### config.mk
export PLATFORM = sky130hd
export DESIGN_NAME = calc_drv_flat
export DESIGN_NICKNAME = d
export VERILOG_FILES = /design/src/rtl/calc_drv_if.sv /design/src/rtl/calc_drv.sv /design/src/flat_wrapper.sv
export SDC_FILE = /design/constraint.sdc
export NUM_CORES = 1
export LEC_CHECK = 0
export BUFFER_PORTS_ARGS = -buffer_cell sky130_fd_sc_hd__clkbuf_2
export CAP_MARGIN = 15
export CORE_ASPECT_RATIO = 1.75
export CORE_MARGIN = 3
export CORE_UTILIZATION = 51
export CTS_CLUSTER_SIZE = 16
export DETAILED_ROUTE_END_ITERATION = 12
export PLACE_DENSITY_LB_ADDON = 0.3
export RECOVER_POWER = 25
export SLEW_MARGIN = 20
export SYNTH_ARGS = -nofsm -noshare
export SYNTH_HDL_FRONTEND = slang
export SYNTH_SLANG_ARGS = --single-unit
### constraint.sdc
create_clock -name clk -period 2 [get_ports clk]
set_input_delay 0.1 -clock clk [delete_from_list [all_inputs] [get_ports clk]]
set_output_delay 0.1 -clock clk [all_outputs]
set_load 0.03 [all_outputs]
### src/rtl/calc_drv_if.sv
// calc_drv_if: handshake bundle for the calc_drv sequencer.
//
//   Input side  : in_valid, in_ready, in_x, in_w   (one vector pair per transfer)
//   Output side : out_valid, out_ready, res_act, res_sum (res_sum only when
//                 CALC_DRV_SUM_EN is defined)
//
//   modport slave  - the sequencer (consumes vectors, produces results)
//   modport master - the producer/consumer driving the sequencer
interface calc_drv_if #(
    parameter int VEC_LEN = 16,
    parameter int ACC_W   = 12
);
    logic                     in_valid;
    logic                     in_ready;
    logic [VEC_LEN-1:0]       in_x;
    logic [VEC_LEN-1:0]       in_w;
    logic                     out_valid;
    logic                     out_ready;
    logic                     res_act;
`ifdef CALC_DRV_SUM_EN
    logic signed [ACC_W-1:0]  res_sum;
`endif

    modport slave (
        input  in_valid, in_x, in_w, out_ready,
        output in_ready, out_valid, res_act
`ifdef CALC_DRV_SUM_EN
        , output res_sum
`endif
    );

    modport master (
        output in_valid, in_x, in_w, out_ready,
        input  in_ready, out_valid, res_act
`ifdef CALC_DRV_SUM_EN
        , input res_sum
`endif
    );
endinterface

### src/rtl/calc_drv.sv
// calc_drv: sequencer for the calc neuron datapath.
//
// Accepts an activation/weight vector pair, streams it LSB-first one bit pair
// per cycle onto calc_1/calc_in, keeps the accumulator cleared whenever no
// stream is in flight, and captures the activated result (and optionally the
// raw sum) one cycle after the last bit. The result is held until consumed.
//
// Ports:
//   clk       rising-edge clock
//   rst       asynchronous active-low reset
//   bus       calc_drv_if.slave (in_valid/in_ready/in_x/in_w,
//             out_valid/out_ready/res_act[/res_sum])
//   calc_1    activation bit to the ALU
//   calc_in   op bit to the ALU
//   calc_clr  accumulator clear request (active high)
//   agg_act   activated result from the calc block
//   agg_sum   accumulator value from the calc block
//   busy      high while streaming or sampling
//
// Build option: define CALC_DRV_SUM_EN to capture agg_sum into res_sum.
module calc_drv #(
    parameter int VEC_LEN = 16,
    parameter int ACC_W   = 12,
    parameter int CNT_W   = 5
) (
    input  logic                    clk,
    input  logic                    rst,
    calc_drv_if.slave               bus,
    output logic                    calc_1,
    output logic                    calc_in,
    output logic                    calc_clr,
    input  logic                    agg_act,
    input  logic signed [ACC_W-1:0] agg_sum,
    output logic                    busy
);

    typedef enum logic [1:0] {
        IDLE   = 2'd0,
        STREAM = 2'd1,
        SAMPLE = 2'd2,
        DONE   = 2'd3
    } state_t;

    state_t             state, state_nxt;
    logic [CNT_W-1:0]   idx;
    logic [VEC_LEN-1:0] x_sr;
    logic [VEC_LEN-1:0] w_sr;
    logic               res_act_q;

    localparam logic [CNT_W-1:0] LAST_IDX = CNT_W'(VEC_LEN - 1);

    // State register
    always_ff @(posedge clk or negedge rst) begin
        if (!rst) begin
            state <= IDLE;
        end else begin
            state <= state_nxt;
        end
    end

    // Next state and Moore outputs. calc_clr is low only while bits are
    // flowing and during the sample cycle, so the accumulator starts every
    // stream at zero and still holds the final sum when it is captured.
    always_comb begin
        state_nxt     = state;
        bus.in_ready  = 1'b0;
        bus.out_valid = 1'b0;
        calc_clr      = 1'b1;
        calc_1        = 1'b0;
        calc_in       = 1'b0;
        busy          = 1'b0;
        unique case (state)
            IDLE: begin
                bus.in_ready = 1'b1;
                if (bus.in_valid) state_nxt = STREAM;
            end
            STREAM: begin
                calc_clr = 1'b0;
                calc_1   = x_sr[0];
                calc_in  = w_sr[0];
                busy     = 1'b1;
                if (idx == LAST_IDX) state_nxt = SAMPLE;
            end
            SAMPLE: begin
                calc_clr  = 1'b0;
                busy      = 1'b1;
                state_nxt = DONE;
            end
            DONE: begin
                bus.out_valid = 1'b1;
                if (bus.out_ready) state_nxt = IDLE;
            end
            default: state_nxt = IDLE;
        endcase
    end

    // Shift registers and bit index
    always_ff @(posedge clk or negedge rst) begin
        if (!rst) begin
            idx  <= '0;
            x_sr <= '0;
            w_sr <= '0;
        end else if (state == IDLE && bus.in_valid) begin
            idx  <= '0;
            x_sr <= bus.in_x;
            w_sr <= bus.in_w;
        end else if (state == STREAM) begin
            idx  <= idx + 1'b1;
            x_sr <= x_sr >> 1;
            w_sr <= w_sr >> 1;
        end
    end

    // Result capture at the end of the sample cycle
    always_ff @(posedge clk or negedge rst) begin
        if (!rst) begin
            res_act_q <= 1'b0;
        end else if (state == SAMPLE) begin
            res_act_q <= agg_act;
        end
    end

    assign bus.res_act = res_act_q;

`ifdef CALC_DRV_SUM_EN
    logic signed [ACC_W-1:0] res_sum_q;

    always_ff @(posedge clk or negedge rst) begin
        if (!rst) begin
            res_sum_q <= '0;
        end else if (state == SAMPLE) begin
            res_sum_q <= agg_sum;
        end
    end

    assign bus.res_sum = res_sum_q;
`else
    // Sum capture is not built; the accumulator value is intentionally ignored.
    logic unused_agg_sum;
    assign unused_agg_sum = ^agg_sum;
`endif

endmodule

### src/flat_wrapper.sv
// flat-port wrapper written by rule: the top's interface ports become plain ports
module calc_drv_flat 
#(
    parameter int VEC_LEN = 16,
    parameter int ACC_W   = 12,
    parameter int CNT_W   = 5
)
  (clk, rst, calc_1, calc_in, calc_clr, agg_act, agg_sum, busy, bus_in_valid, bus_in_x, bus_in_w, bus_out_ready, bus_in_ready, bus_out_valid, bus_res_act);
  calc_drv_if #(.VEC_LEN(VEC_LEN), .ACC_W(ACC_W)) bus_i ();
  input  logic clk;
  input  logic rst;
  output logic calc_1;
  output logic calc_in;
  output logic calc_clr;
  input  logic agg_act;
  input  logic signed [ACC_W-1:0] agg_sum;
  output logic busy;
  input wire logic [$bits(bus_i.in_valid)-1:0] bus_in_valid;
  input wire logic [$bits(bus_i.in_x)-1:0] bus_in_x;
  input wire logic [$bits(bus_i.in_w)-1:0] bus_in_w;
  input wire logic [$bits(bus_i.out_ready)-1:0] bus_out_ready;
  output wire logic [$bits(bus_i.in_ready)-1:0] bus_in_ready;
  output wire logic [$bits(bus_i.out_valid)-1:0] bus_out_valid;
  output wire logic [$bits(bus_i.res_act)-1:0] bus_res_act;
  assign bus_i.in_valid = bus_in_valid;
  assign bus_i.in_x = bus_in_x;
  assign bus_i.in_w = bus_in_w;
  assign bus_i.out_ready = bus_out_ready;
  assign bus_in_ready = bus_i.in_ready;
  assign bus_out_valid = bus_i.out_valid;
  assign bus_res_act = bus_i.res_act;
  calc_drv #(.VEC_LEN(VEC_LEN), .ACC_W(ACC_W), .CNT_W(CNT_W)) u_core (.clk(clk), .rst(rst), .bus(bus_i), .calc_1(calc_1), .calc_in(calc_in), .calc_clr(calc_clr), .agg_act(agg_act), .agg_sum(agg_sum), .busy(busy));
endmodule
======== Word-level counts from Yosys, hierarchy flattened ========
Cells that the tools add are included.
W data, S select, Z words.
storage, ports and cells
  register bits after elaboration ......... 40
  word-level logic and storage cells ...... 34
  input bits .............................. 49
  output and inout bits ................... 7
cells by class
  reductions and logical operators ........ 5
  add/subtract/negate cells ............... 1
  equality and inequality tests ........... 7
  mux-type cells .......................... 16
operators by type and width
  kind                   number
  $mux W16               4
  $mux W5                2
  $pmux W2 S4            1
  $mux W1                6
  $mux W2                3
  $add A5 B1 Y5 const B  1
  $eq A5 B4 Y1 const B   1
  $eq A2 B2 Y1 const B   2
  $ne A2 B2 Y1 const B   2
  $reduce_and A3 Y1      1
  $eq A2 B1 Y1 const B   1
  $logic_not A2 Y1       1
  $ne A2 B1 Y1 const B   1
  $reduce_bool A2 Y1     1
  $reduce_or A2 Y1       1
  $logic_and A1 B1 Y1    1

======== Depth between registers and ports, before layout ========
Gate-level depths: netlist (run 1).
  word-level depth ........................ 3
  mapped depth ............................ 8
  depth with buffers taken out ............ 6

======== Worst setup path before layout (run 1) ========
Ideal clock, no wire load.
  kind .................................... register -> register
  from .................................... register u_core.state[0]
  to ...................................... register u_core.w_sr[0]
  path slack .............................. 347 ps
  setup time .............................. 77 ps
  required time ........................... 1923 ps
  path buffers ............................ 3
  clock period less this slack ............ 1653 ps
  arrival time ............................ 1577 ps
  stages on the path, launching flop included .. 9
  cells stage by stage .................... dfrtp_1 -> inv_1 -> ha_1 -> and2_1 -> buf_2 -> buf_4 -> buf_2 -> nand2_1 -> o21ai_1
between the ends
  word-level cells in the longest chain between the ends .. 3
  elaborated cells between the ends (all ways) .. 5
  those cells by class .................... eq/ne: 1; mux: 1; reduce/logical: 3
RTL lines
  what                                                   line             text
  start: declaration                                     calc_drv.sv:44   state_t state, state_nxt;
  start signal: assignment                               calc_drv.sv:57   state <= state_nxt;
  $logic_not A2 Y1                                       calc_drv.sv:103  end else if (state == IDLE && bus.in_valid) begin
  $logic_and A1 B1 Y1                                    calc_drv.sv:103
  $mux W16 / $reduce_bool A2 Y1 (equally long branches)  n/a
  end signal: assignment                                 calc_drv.sv:106  w_sr <= bus.in_w;
  end signal: assignment                                 calc_drv.sv:110  w_sr <= w_sr >> 1;
  end: declaration                                       calc_drv.sv:47   logic [VEC_LEN-1:0] w_sr;
Several ways; a longest one is shown, not always the timed one.
A chain may end at the register's enable or synchronous reset.

======== Worst setup path in the final report (run 1) ========
  from .................................... register u_core.idx[0]
  to ...................................... register u_core.state[0]
between the ends
  word-level cells in the longest chain between the ends .. 3
RTL lines
  what                         line             text
  start: declaration           calc_drv.sv:45   logic [CNT_W-1:0] idx;
  start signal: assignment     calc_drv.sv:108  idx <= idx + 1'b1;
  $eq A5 B4 Y1                 calc_drv.sv:82   if (idx == LAST_IDX) state_nxt = SAMPLE;
  $ne A2 B1 Y1 (no line)       n/a
  $reduce_and A3 Y1 (no line)  n/a
No other way between the ends.

==> results.py, run 1 <==
metrics = {
    "outcome": {
        "outcome": "finished clean",
    },
    "clocking": {
        "cts_buffer_depth": 2,
        "cts.sinks": 40,
        "cts_setup_buffers": 0,
        "cts_hold_buffers": 1,
        "cts-resized-gates": 0,
        "cts_root_buffer": "clkbuf_8",
        "clk_latency_ns": 0.29,
        "cts_max_level": 2,
        "clkTransAtPathRegs_ns": 0.08,
        "cts_buffers": 5,
        "cts_tree": "built",
    },
    "die": {
        "dieHeight_um": 87.2,
        "rows": 28,
        "core-area_sq_mm": 0.00350,
        "dieArea_sq_mm": 0.00456,
        "ioPinCount": 56,
        "die_x_um": 52.4,
        "start_util_pct": 54.8,
    },
    "timing": {
        "slew_violations": 0,
        "finalCritPeriodShare_pct": 86.6,
        "final-hold-violation-count": 0,
        "worst_slack_ns": 0.269,
        "clock_skew_ns": 0.00953,
        "finalCriticalPeriod_ns": 1.73,
        "rsz0062_at_grt": "no",
        "setup_tns_ns": 0,
        "setup_viol_count_final": 0,
        "relSlewSlack_pct": 36.5,
        "max_freq_mhz": 578,
        "worst_pin_slew_ns": 0.952,
    },
    "placed_design": {
        "dp.cells": 264,
        "globalplace.congestion": 0.689,
        "port_buffers": 43,
        "place_ws_ns": 0.284,
        "dp_hpwl_mm": 2.39,
    },
    "setup_path": {
        "path_max_fanout": 3,
        "reg2regPathDepth": 6,
        "crit_top_cell": "ha_1",
        "cp-end-kind": "flip-flop",
        "rr_startpoint": "u_core.idx[0]",
        "cp-start-kind": "flip-flop",
        "worstSetupPathType": "flip-flop to flip-flop",
        "cp_slowest_cell": "a222oi_1",
        "path_cells": "ha_1, and3_1, ha_1, inv_2, a222oi_1, mux2i_1",
        "startpoint": "u_core.idx[0]",
        "crit_path_max_incr_delay_ns": 0.47,
        "cp.required_ns": 2.20,
        "worstPathArrival_ns": 1.93,
    },
    "synth": {
        "netlist_instances": 184,
        "async_reset_ff_share_pct": 100,
        "synth_top_area_share_pct": 52.2,
        "synth-main-ff-cell": "dfrtp_1",
        "netlist_area_sq_mm": 0.00192,
        "synthTopCellsByArea": "dfrtp_1 52%, mux2i_1 17%, o21ai_1 8.3%, nand2_1 6.5%, ha_1 4.6%",
        "ys_seq_area_share_pct": 52.2,
        "avgSynthCellArea_sq_um": 10.4,
        "yosys.area.top_type": "dfrtp_1",
        "ys_ff_latch": 40,
        "netlist-cell-type-count": 21,
        "synth_nets": 240,
        "yosysWarnings": 0,
        "synth-edff-count": 0,
    },
    "finish": {
        "antenna-diode-count": 0,
        "fin_nets": 283,
        "layout_common_cells": "44 x clkbuf_2, 40 x dfrtp_1, 33 x mux2i_1, 33 x nand2_1, 32 x o21ai_1",
        "drive_gt1_share_pct": 26.3,
        "area_growth_pct": 19.6,
        "utilization_pct": 65.5,
        "stdcell_count": 273,
        "final_common_cell": "clkbuf_2",
        "fillers": 303,
    },
    "min_path": {
        "hold_start": "bus_in_x[12]",
        "min_path_cells": 3,
        "hold_path.class": "input pin to flip-flop",
    },
    "pwr": {
        "peakVddDrop_v": 0.00162,
        "p_leak_nw": 1.10,
        "p_per_area_mw_per_mm2": 1590,
    },
    "flow_run": {
        "maxCapViolCount": 0,
    },
    "global_route": {
        "grt_pass1_vias": 1336,
        "antenna_found_initial": 0,
        "grt_overflow": 0,
        "grt_pass1_wl_mm": 5.57,
        "grt_usage_pct": 16.2,
        "grt_start_max_net_pins": 45,
    },
    "routing": {
        "viasPerCell": 5.08,
        "firstDrtPassIters": 4,
        "vias": 1387,
        "drc_errors": 0,
        "antenna_left": 0,
        "drt-initial-drc-count": 14,
        "wl_mm": 3.30,
        "wl_per_cell_um": 12.1,
    },
}
## area by class of cell
| type | count | area (sq um) | area share (%) |
|---|---|---|---|
| Clock buffer | 5 | 68.8 | 3.00 |
| Sequential cell | 40 | 1000 | 43.6 |
| Timing Repair Buffer | 49 | 273 | 11.9 |
| Inverter | 7 | 26.3 | 1.15 |
| Clock inverter | 3 | 42.5 | 1.85 |
| Tap cell | 45 | 56.3 | 2.45 |
| Multi-Input combinational cell | 124 | 827 | 36.0 |
## sequential cells by signal, summed over array words and instances (netlist names)
register,cells
u_core.state,2
u_core.x_sr,16
u_core.w_sr,16
u_core.bus.res_act,1
u_core.idx,5
## per-layer routing
layer / wire length [um] / track usage, % / vias up
met3: 141 / 2.57 / 2
met2: 1710 / 28.1 / 31
met4: 21 / 8.37 / 0
met1: 1420 / 18.7 / 652
li1: - / - / 702
met5: 0 / 0 / -
## worst paths after layout
kind	to	slack (ns)
setup reg to reg	u_core.state[0]	0.27
min in group asynchronous	u_core.x_sr[3]	0.58
max in group asynchronous	u_core.w_sr[15]	0.83
hold / removal	u_core.x_sr[12]	0.01
setup / recovery	u_core.state[0]	0.27
hold reg to reg	u_core.bus.res_act	0.52
## report_power, final
part / total, mW / internal, mW / switching, mW
clock network: 0.641 / 0.369 / 0.272
registers: 1.41 / 1.20 / 0.211
logic: 1.60 / 0.708 / 0.889
total: 3.65 / 2.28 / 1.37
## cells by family (layout without fill, tap and decap cells)
family / after synthesis / in the layout / share of synthesized area, %
AOI/OAI and AO/OA: 34 / 34 / 9.26
buffers and inverters: 20 / 64 / 4.95
muxes: 34 / 34 / 17.8
DFF: 40 / 40 / 52.2
xor gates and xnor gates: 3 / 3 / 1.37
and+or+nand+nor: 46 / 46 / 9.91
adders and majority gates: 7 / 7 / 4.56
## critical path, delay by kind of cell (launching register included)
| family | cells | cell delay, ns |
|---|---|---|
| muxes | 1 | 0.25 |
| buffers and inverters | 1 | 0.03 |
| and+or+nand+nor | 1 | 0.17 |
| DFF | 1 | 0.40 |
| adders and majority gates | 2 | 0.34 |
| AOI/OAI and AO/OA | 1 | 0.47 |
## through the flow
stage | hold slack [ns] | power, mW | cell area (sq um)
final | 0.0119 | 3.65 | 2290
after global placement | 0.188 | 3.00 | 2180
after global routing | 0.0133 | 3.96 | 2290
after floorplan | -0.196 | 2.69 | 1920
after detailed placement | 0.187 | 3.05 | 2180
after CTS | 0.00242 | 3.71 | 2300
## synthesized netlist by cell type (all sizes together) (2+ instances only)
cell type	number
nor2	6
ha	7
and2	3
xor2	2
nand2b	2
inv	7
clkbuf	4
mux2i	33
dfrtp	40
buf	9
nand2	33
o21ai	32
(Power assumes the default switching activity.)
==> run 2, diff against run 1 <==
--- a/config.mk
+++ b/config.mk
@@ -12,6 +12,7 @@
 export CORE_UTILIZATION = 51
 export CTS_CLUSTER_SIZE = 16
 export DETAILED_ROUTE_END_ITERATION = 12
+export GPL_TIMING_DRIVEN = 0
 export PLACE_DENSITY_LB_ADDON = 0.3
 export RECOVER_POWER = 25
 export SLEW_MARGIN = 20
==> run 2 against run 1 <==
Compared with the run above: final cell count increased by 2.6%; combinational power about the same; clock skew decreased by 0.0047 ns; hold slack about the same; count of clock-buffer cells in the layout increased by 1; via count increased by 3.3%; global-route usage increased by 1.5 points; sequential power about the same; total power decreased by 3.5%; critical endpoint is now calc_1; largest cell class unchanged.
==> results.py, run 2 (same netlist as run 1, synthesis figures left out) <==
metrics = {
    "finish": {
        "design_area_sq_mm": 0.00228,
        "layout_common_cells": "42 x clkbuf_2, 40 x dfrtp_1, 33 x mux2i_1, 33 x nand2_1, 32 x o21ai_1",
        "antenna-diode-count": 0,
        "final_common_cell": "clkbuf_2",
        "fillers": 318,
        "utilization_pct": 65.0,
        "stdcell_count": 280,
        "area_growth_pct": 18.7,
        "largest_registers": "u_core.w_sr: 16 flops, u_core.x_sr: 16 flops, u_core.idx: 5 flops",
        "fin_nets": 291,
        "drive_gt1_share_pct": 25.1,
    },
    "clocking": {
        "cts_buffers": 5,
        "clk_latency_ns": 0.29,
        "cts_max_level": 2,
        "cts.sinks": 40,
        "cts_tree": "built",
        "cts_buffer_depth": 2,
        "clkTransAtPathRegs_ns": 0.07,
        "cts_setup_buffers": 0,
        "cts_root_buffer": "clkbuf_8",
    },
    "setup_path": {
        "worstSetupPathType": "flip-flop to output pin",
        "cp_num_buf_inv": 4,
        "crit_top_cell": "clkbuf_2",
        "cp-start-kind": "flip-flop",
        "path_max_fanout": 10,
        "worstPathArrival_ns": 1.69,
        "crit_family": "buffers and inverters",
        "path_cells": "inv_1, ha_1, clkbuf_2, clkbuf_4, and2_1, clkbuf_2",
        "cp-end-kind": "output pin",
        "cp_slowest_cell": "dfrtp_1",
        "crit_path_max_incr_delay_ns": 0.40,
        "cp.required_ns": 1.90,
    },
    "placed_design": {
        "port_buffers": 43,
        "dp.cells": 272,
        "globalplace.congestion": 0.713,
        "place_area_sq_mm": 0.00219,
        "dp_hpwl_mm": 2.65,
    },
    "timing": {
        "worst_pin_slew_ns": 0.975,
        "relSlewSlack_pct": 35.0,
        "setup_tns_ns": 0,
        "setup_viol_count_final": 0,
        "finalCriticalPeriod_ns": 1.79,
        "rsz0062_at_grt": "no",
        "finalCritPeriodShare_pct": 89.6,
        "slew_violations": 0,
        "max_freq_mhz": 558,
        "final-hold-violation-count": 0,
        "clock_skew_ns": 0.00482,
    },
    "pwr": {
        "p_leak_nw": 1.11,
        "p_per_area_mw_per_mm2": 1540,
        "peakVddDrop_v": 0.00128,
        "p_total_mw": 3.52,
    },
    "flow_run": {
        "maxCapViolCount": 0,
    },
    "global_route": {
        "grt_start_max_net_pins": 41,
        "antenna_found_initial": 0,
        "grt_pass1_vias": 1494,
        "grt_pass1_wl_mm": 6.10,
        "grt_overflow": 0,
        "grt_usage_pct": 17.8,
    },
    "routing": {
        "drt-initial-drc-count": 19,
        "vias": 1433,
        "viasPerCell": 5.12,
        "drc_errors": 0,
        "antenna_left": 0,
        "wl_mm": 3.49,
        "wl_per_cell_um": 12.5,
        "firstDrtPassIters": 4,
    },
    "min_path": {
        "hold_path.class": "input pin to flip-flop",
    },
    "die": {
        "core-area_sq_mm": 0.00350,
        "dieArea_sq_mm": 0.00456,
        "dieHeight_um": 87.2,
        "start_util_pct": 54.8,
        "ioPinCount": 56,
        "die_x_um": 52.4,
        "rows": 28,
    },
    "outcome": {
        "outcome": "finished clean",
    },
}
==> run 2: changes by cell type in the layout (fill, tap and decap cells not counted), sizes merged <==
cell and delta:
buf +4, bufinv -1, clkbuf +5, clkinvlp -1
==> run 2: what timing repair did <==
| item | in CTS | in global routing |
|---|---|---|
| hold buffers | 1 | 0 |
| endpoints found under the setup margin | 0 | 2 |
| resized for setup | 0 | 1 |
| hold endpoints to repair | 40 | 0 |
==> run 2: worst paths after layout <==
kind / startpoint / to / slack, ns / depth (start not counted)
worst max register to register: u_core.idx[0] / u_core.state[0] / 0.26 / 6
min in group asynchronous: rst / u_core.w_sr[2] / 0.50 / 2
worst max-delay path: u_core.state[1] / calc_1 / 0.21 / 6
max in group asynchronous: rst / u_core.w_sr[14] / 0.89 / 2
worst min-delay path: bus_in_w[15] / u_core.w_sr[15] / 0.01 / 3
worst min register to register: u_core.bus.res_act / u_core.bus.res_act / 0.52 / 1
==> run 2: through the flow <==
stage / hold WS, ns / setup slack (ns)
after floorplan: -0.196 / 0.347
after global placement: 0.308 / 0.262
after detailed placement: 0.300 / 0.228
after CTS: 0.00657 / 0.123
after global routing: 0.0224 / 0.0461
final: 0.0124 / 0.207
==> run 2: metal layers <==
metal	up-vias	share of wire (%)	GRT usage (%)
li1	714	-	-
met3	6	5.4	3.43
met1	676	41	20.1
met5	-	0	0
met2	37	52	31.1
met4	0	1.9	8.37
==> run 2: where the power goes <==
group | leakage [nW] | internal (mW) | switching [mW]
sequential | 0.497 | 1.20 | 0.206
clock | 0.0410 | 0.237 | 0.255
combinational | 0.567 | 0.707 | 0.914
total | 1.11 | 2.14 | 1.38
==> run 2: final cells by class <==
type	instances	area, sq um	area share (%)
clock buffers	6	72.6	3.19
flip-flops and latches	40	1000	43.9
clock inverters	1	5.00	0.220
plain buffers	13	71.3	3.13
repair buffers	44	223	9.77
well taps	45	56.3	2.47
multi-input cells	124	823	36.1
inverters	7	26.3	1.15
==> run 2: worst register-to-register path: stages (launching register included) <==
cell      delay, ns
dfrtp_1        0.39
ha_1           0.17
and3_1         0.16
ha_1           0.17
inv_2          0.03
a222oi_1       0.49
mux2i_1        0.25
==> run 3, diff against run 2 <==
--- a/config.mk
+++ b/config.mk
@@ -9,7 +9,7 @@
 export CAP_MARGIN = 15
 export CORE_ASPECT_RATIO = 1.75
 export CORE_MARGIN = 3
-export CORE_UTILIZATION = 51
+export CORE_UTILIZATION = 40
 export CTS_CLUSTER_SIZE = 16
 export DETAILED_ROUTE_END_ITERATION = 12
 export GPL_TIMING_DRIVEN = 0
==> run 3 against run 2 <==
Compared with the run above: clock skew rose by 0.0020 ns; sequential power barely moved; global-route usage fell by 2.9 points; final cell count rose by 2.5%; worst setup slack got worse by 0.049 ns; critical endpoint unchanged.
==> results.py, run 3 (same netlist as run 1, synthesis figures left out) <==
metrics = {
    "timing": {
        "setup_viol_count_final": 0,
        "finalCritPeriodShare_pct": 92.1,
        "max_freq_mhz": 543,
        "setup_tns_ns": 0,
        "worst_pin_slew_ns": 0.957,
        "rsz0062_at_grt": "no",
        "finalCriticalPeriod_ns": 1.84,
        "slew_violations": 0,
        "clock_skew_ns": 0.00677,
        "final-hold-violation-count": 0,
        "hold_slack_ns": 0.0160,
        "relSlewSlack_pct": 36.2,
    },
    "clocking": {
        "cts_hold_buffers": 1,
        "cts_max_level": 2,
        "cts_root_buffer": "clkbuf_8",
        "cts_tree": "built",
        "cts.sinks": 40,
        "cts_buffer_depth": 2,
        "cts_setup_buffers": 0,
        "cts_buffers": 5,
        "clkTransAtPathRegs_ns": 0.08,
        "clk_latency_ns": 0.29,
        "cts-resized-gates": 0,
    },
    "placed_design": {
        "port_buffers": 43,
        "place_area_sq_mm": 0.00220,
        "globalplace.congestion": 0.727,
        "dp.cells": 278,
        "dp_hpwl_mm": 2.78,
    },
    "finish": {
        "area_growth_pct": 20.7,
        "drive_gt1_share_pct": 25.8,
        "fillers": 458,
        "largest_registers": "u_core.w_sr: 16 flops, u_core.x_sr: 16 flops, u_core.idx: 5 flops",
        "utilization_pct": 51.2,
        "design_area_sq_mm": 0.00232,
        "stdcell_count": 287,
        "final_common_cell": "clkbuf_2",
        "antenna-diode-count": 0,
        "fin_nets": 291,
        "layout_common_cells": "42 x clkbuf_2, 40 x dfrtp_1, 33 x mux2i_1, 33 x nand2_1, 32 x o21ai_1",
    },
    "die": {
        "core-area_sq_mm": 0.00452,
        "dieHeight_um": 97.6,
        "dieArea_sq_mm": 0.00570,
        "rows": 32,
        "die_x_um": 58.4,
        "ioPinCount": 56,
        "start_util_pct": 42.4,
    },
    "pwr": {
        "p_leak_nw": 1.12,
        "p_per_area_mw_per_mm2": 1580,
        "peakVddDrop_v": 0.00116,
    },
    "global_route": {
        "antenna_found_initial": 0,
        "grt_start_max_net_pins": 41,
        "grt_pass1_wl_mm": 6.64,
        "grt_usage_pct": 14.8,
        "grt_overflow": 0,
        "grt_pass1_vias": 1563,
    },
    "routing": {
        "viasPerCell": 4.87,
        "wl_per_cell_um": 12.7,
        "drt-initial-drc-count": 16,
        "vias": 1398,
        "firstDrtPassIters": 4,
        "antenna_left": 0,
        "wl_mm": 3.64,
        "drc_errors": 0,
    },
    "setup_path": {
        "cp-start-kind": "flip-flop",
        "path_max_fanout": 10,
        "cp-end-kind": "output pin",
        "worstPathArrival_ns": 1.74,
        "cp.required_ns": 1.90,
        "worstSetupPathType": "flip-flop to output pin",
    },
    "min_path": {
        "hold_path.class": "input pin to flip-flop",
    },
    "flow_run": {
        "maxCapViolCount": 0,
    },
    "outcome": {
        "outcome": "finished clean",
    },
}
==> run 3: routing by layer <==
layer	GRT usage, %	up-vias	wire (um)
met5	0	-	0
met4	5.89	0	70
met3	2.53	6	137
met2	27.0	28	1960
met1	16.3	645	1460
li1	-	719	-
==> run 3: layout make-up <==
type                            instances  area [sq um]  area share (%)
Multi-Input combinational cell        124           823            35.5
Tap cell                               51          63.8            2.75
Buffer                                 13          68.8            2.97
Inverter                                7          26.3            1.13
Timing Repair Buffer                   44           223            9.61
Sequential cell                        40          1000            43.2
Clock inverter                          3          42.5            1.84
Clock buffer                            5          68.8            2.97
==> run 3: final timing paths <==
check                              startpoint                 end  slack (ns)  depth (start not counted)
setup / recovery              u_core.state[1]              calc_1        0.16                          6
hold reg to reg            u_core.bus.res_act  u_core.bus.res_act        0.51                          1
min in group asynchronous                 rst     u_core.w_sr[15]        0.49                          2
max in group asynchronous                 rst      u_core.w_sr[3]        0.91                          2
setup reg to reg                u_core.idx[0]     u_core.state[1]        0.22                          6
hold / removal                   bus_in_x[14]     u_core.x_sr[14]        0.02                          3
==> run 3: critical path, stage by stage, from the launching register on <==
cell and delay [ns]:
dfrtp_1 0.40, inv_1 0.12, ha_1 0.15, clkbuf_2 0.15, buf_2 0.27, and2_1 0.17, clkbuf_2 0.20
==> run 3: power breakdown <==
| part | leakage, nW | total, mW | switching, mW | internal, mW |
|---|---|---|---|---|
| clock network | 0.0541 | 0.646 | 0.277 | 0.369 |
| registers | 0.497 | 1.40 | 0.203 | 1.20 |
| logic | 0.567 | 1.62 | 0.921 | 0.702 |
==> run 3: per-stage QoR <==
step | power (mW) | setup slack [ns]
floorplan | 2.69 | 0.347
global placement | 3.03 | 0.236
detailed placement | 3.08 | 0.228
CTS | 3.74 | 0.117
global route | 4.00 | 0.0233
finish | 3.67 | 0.158
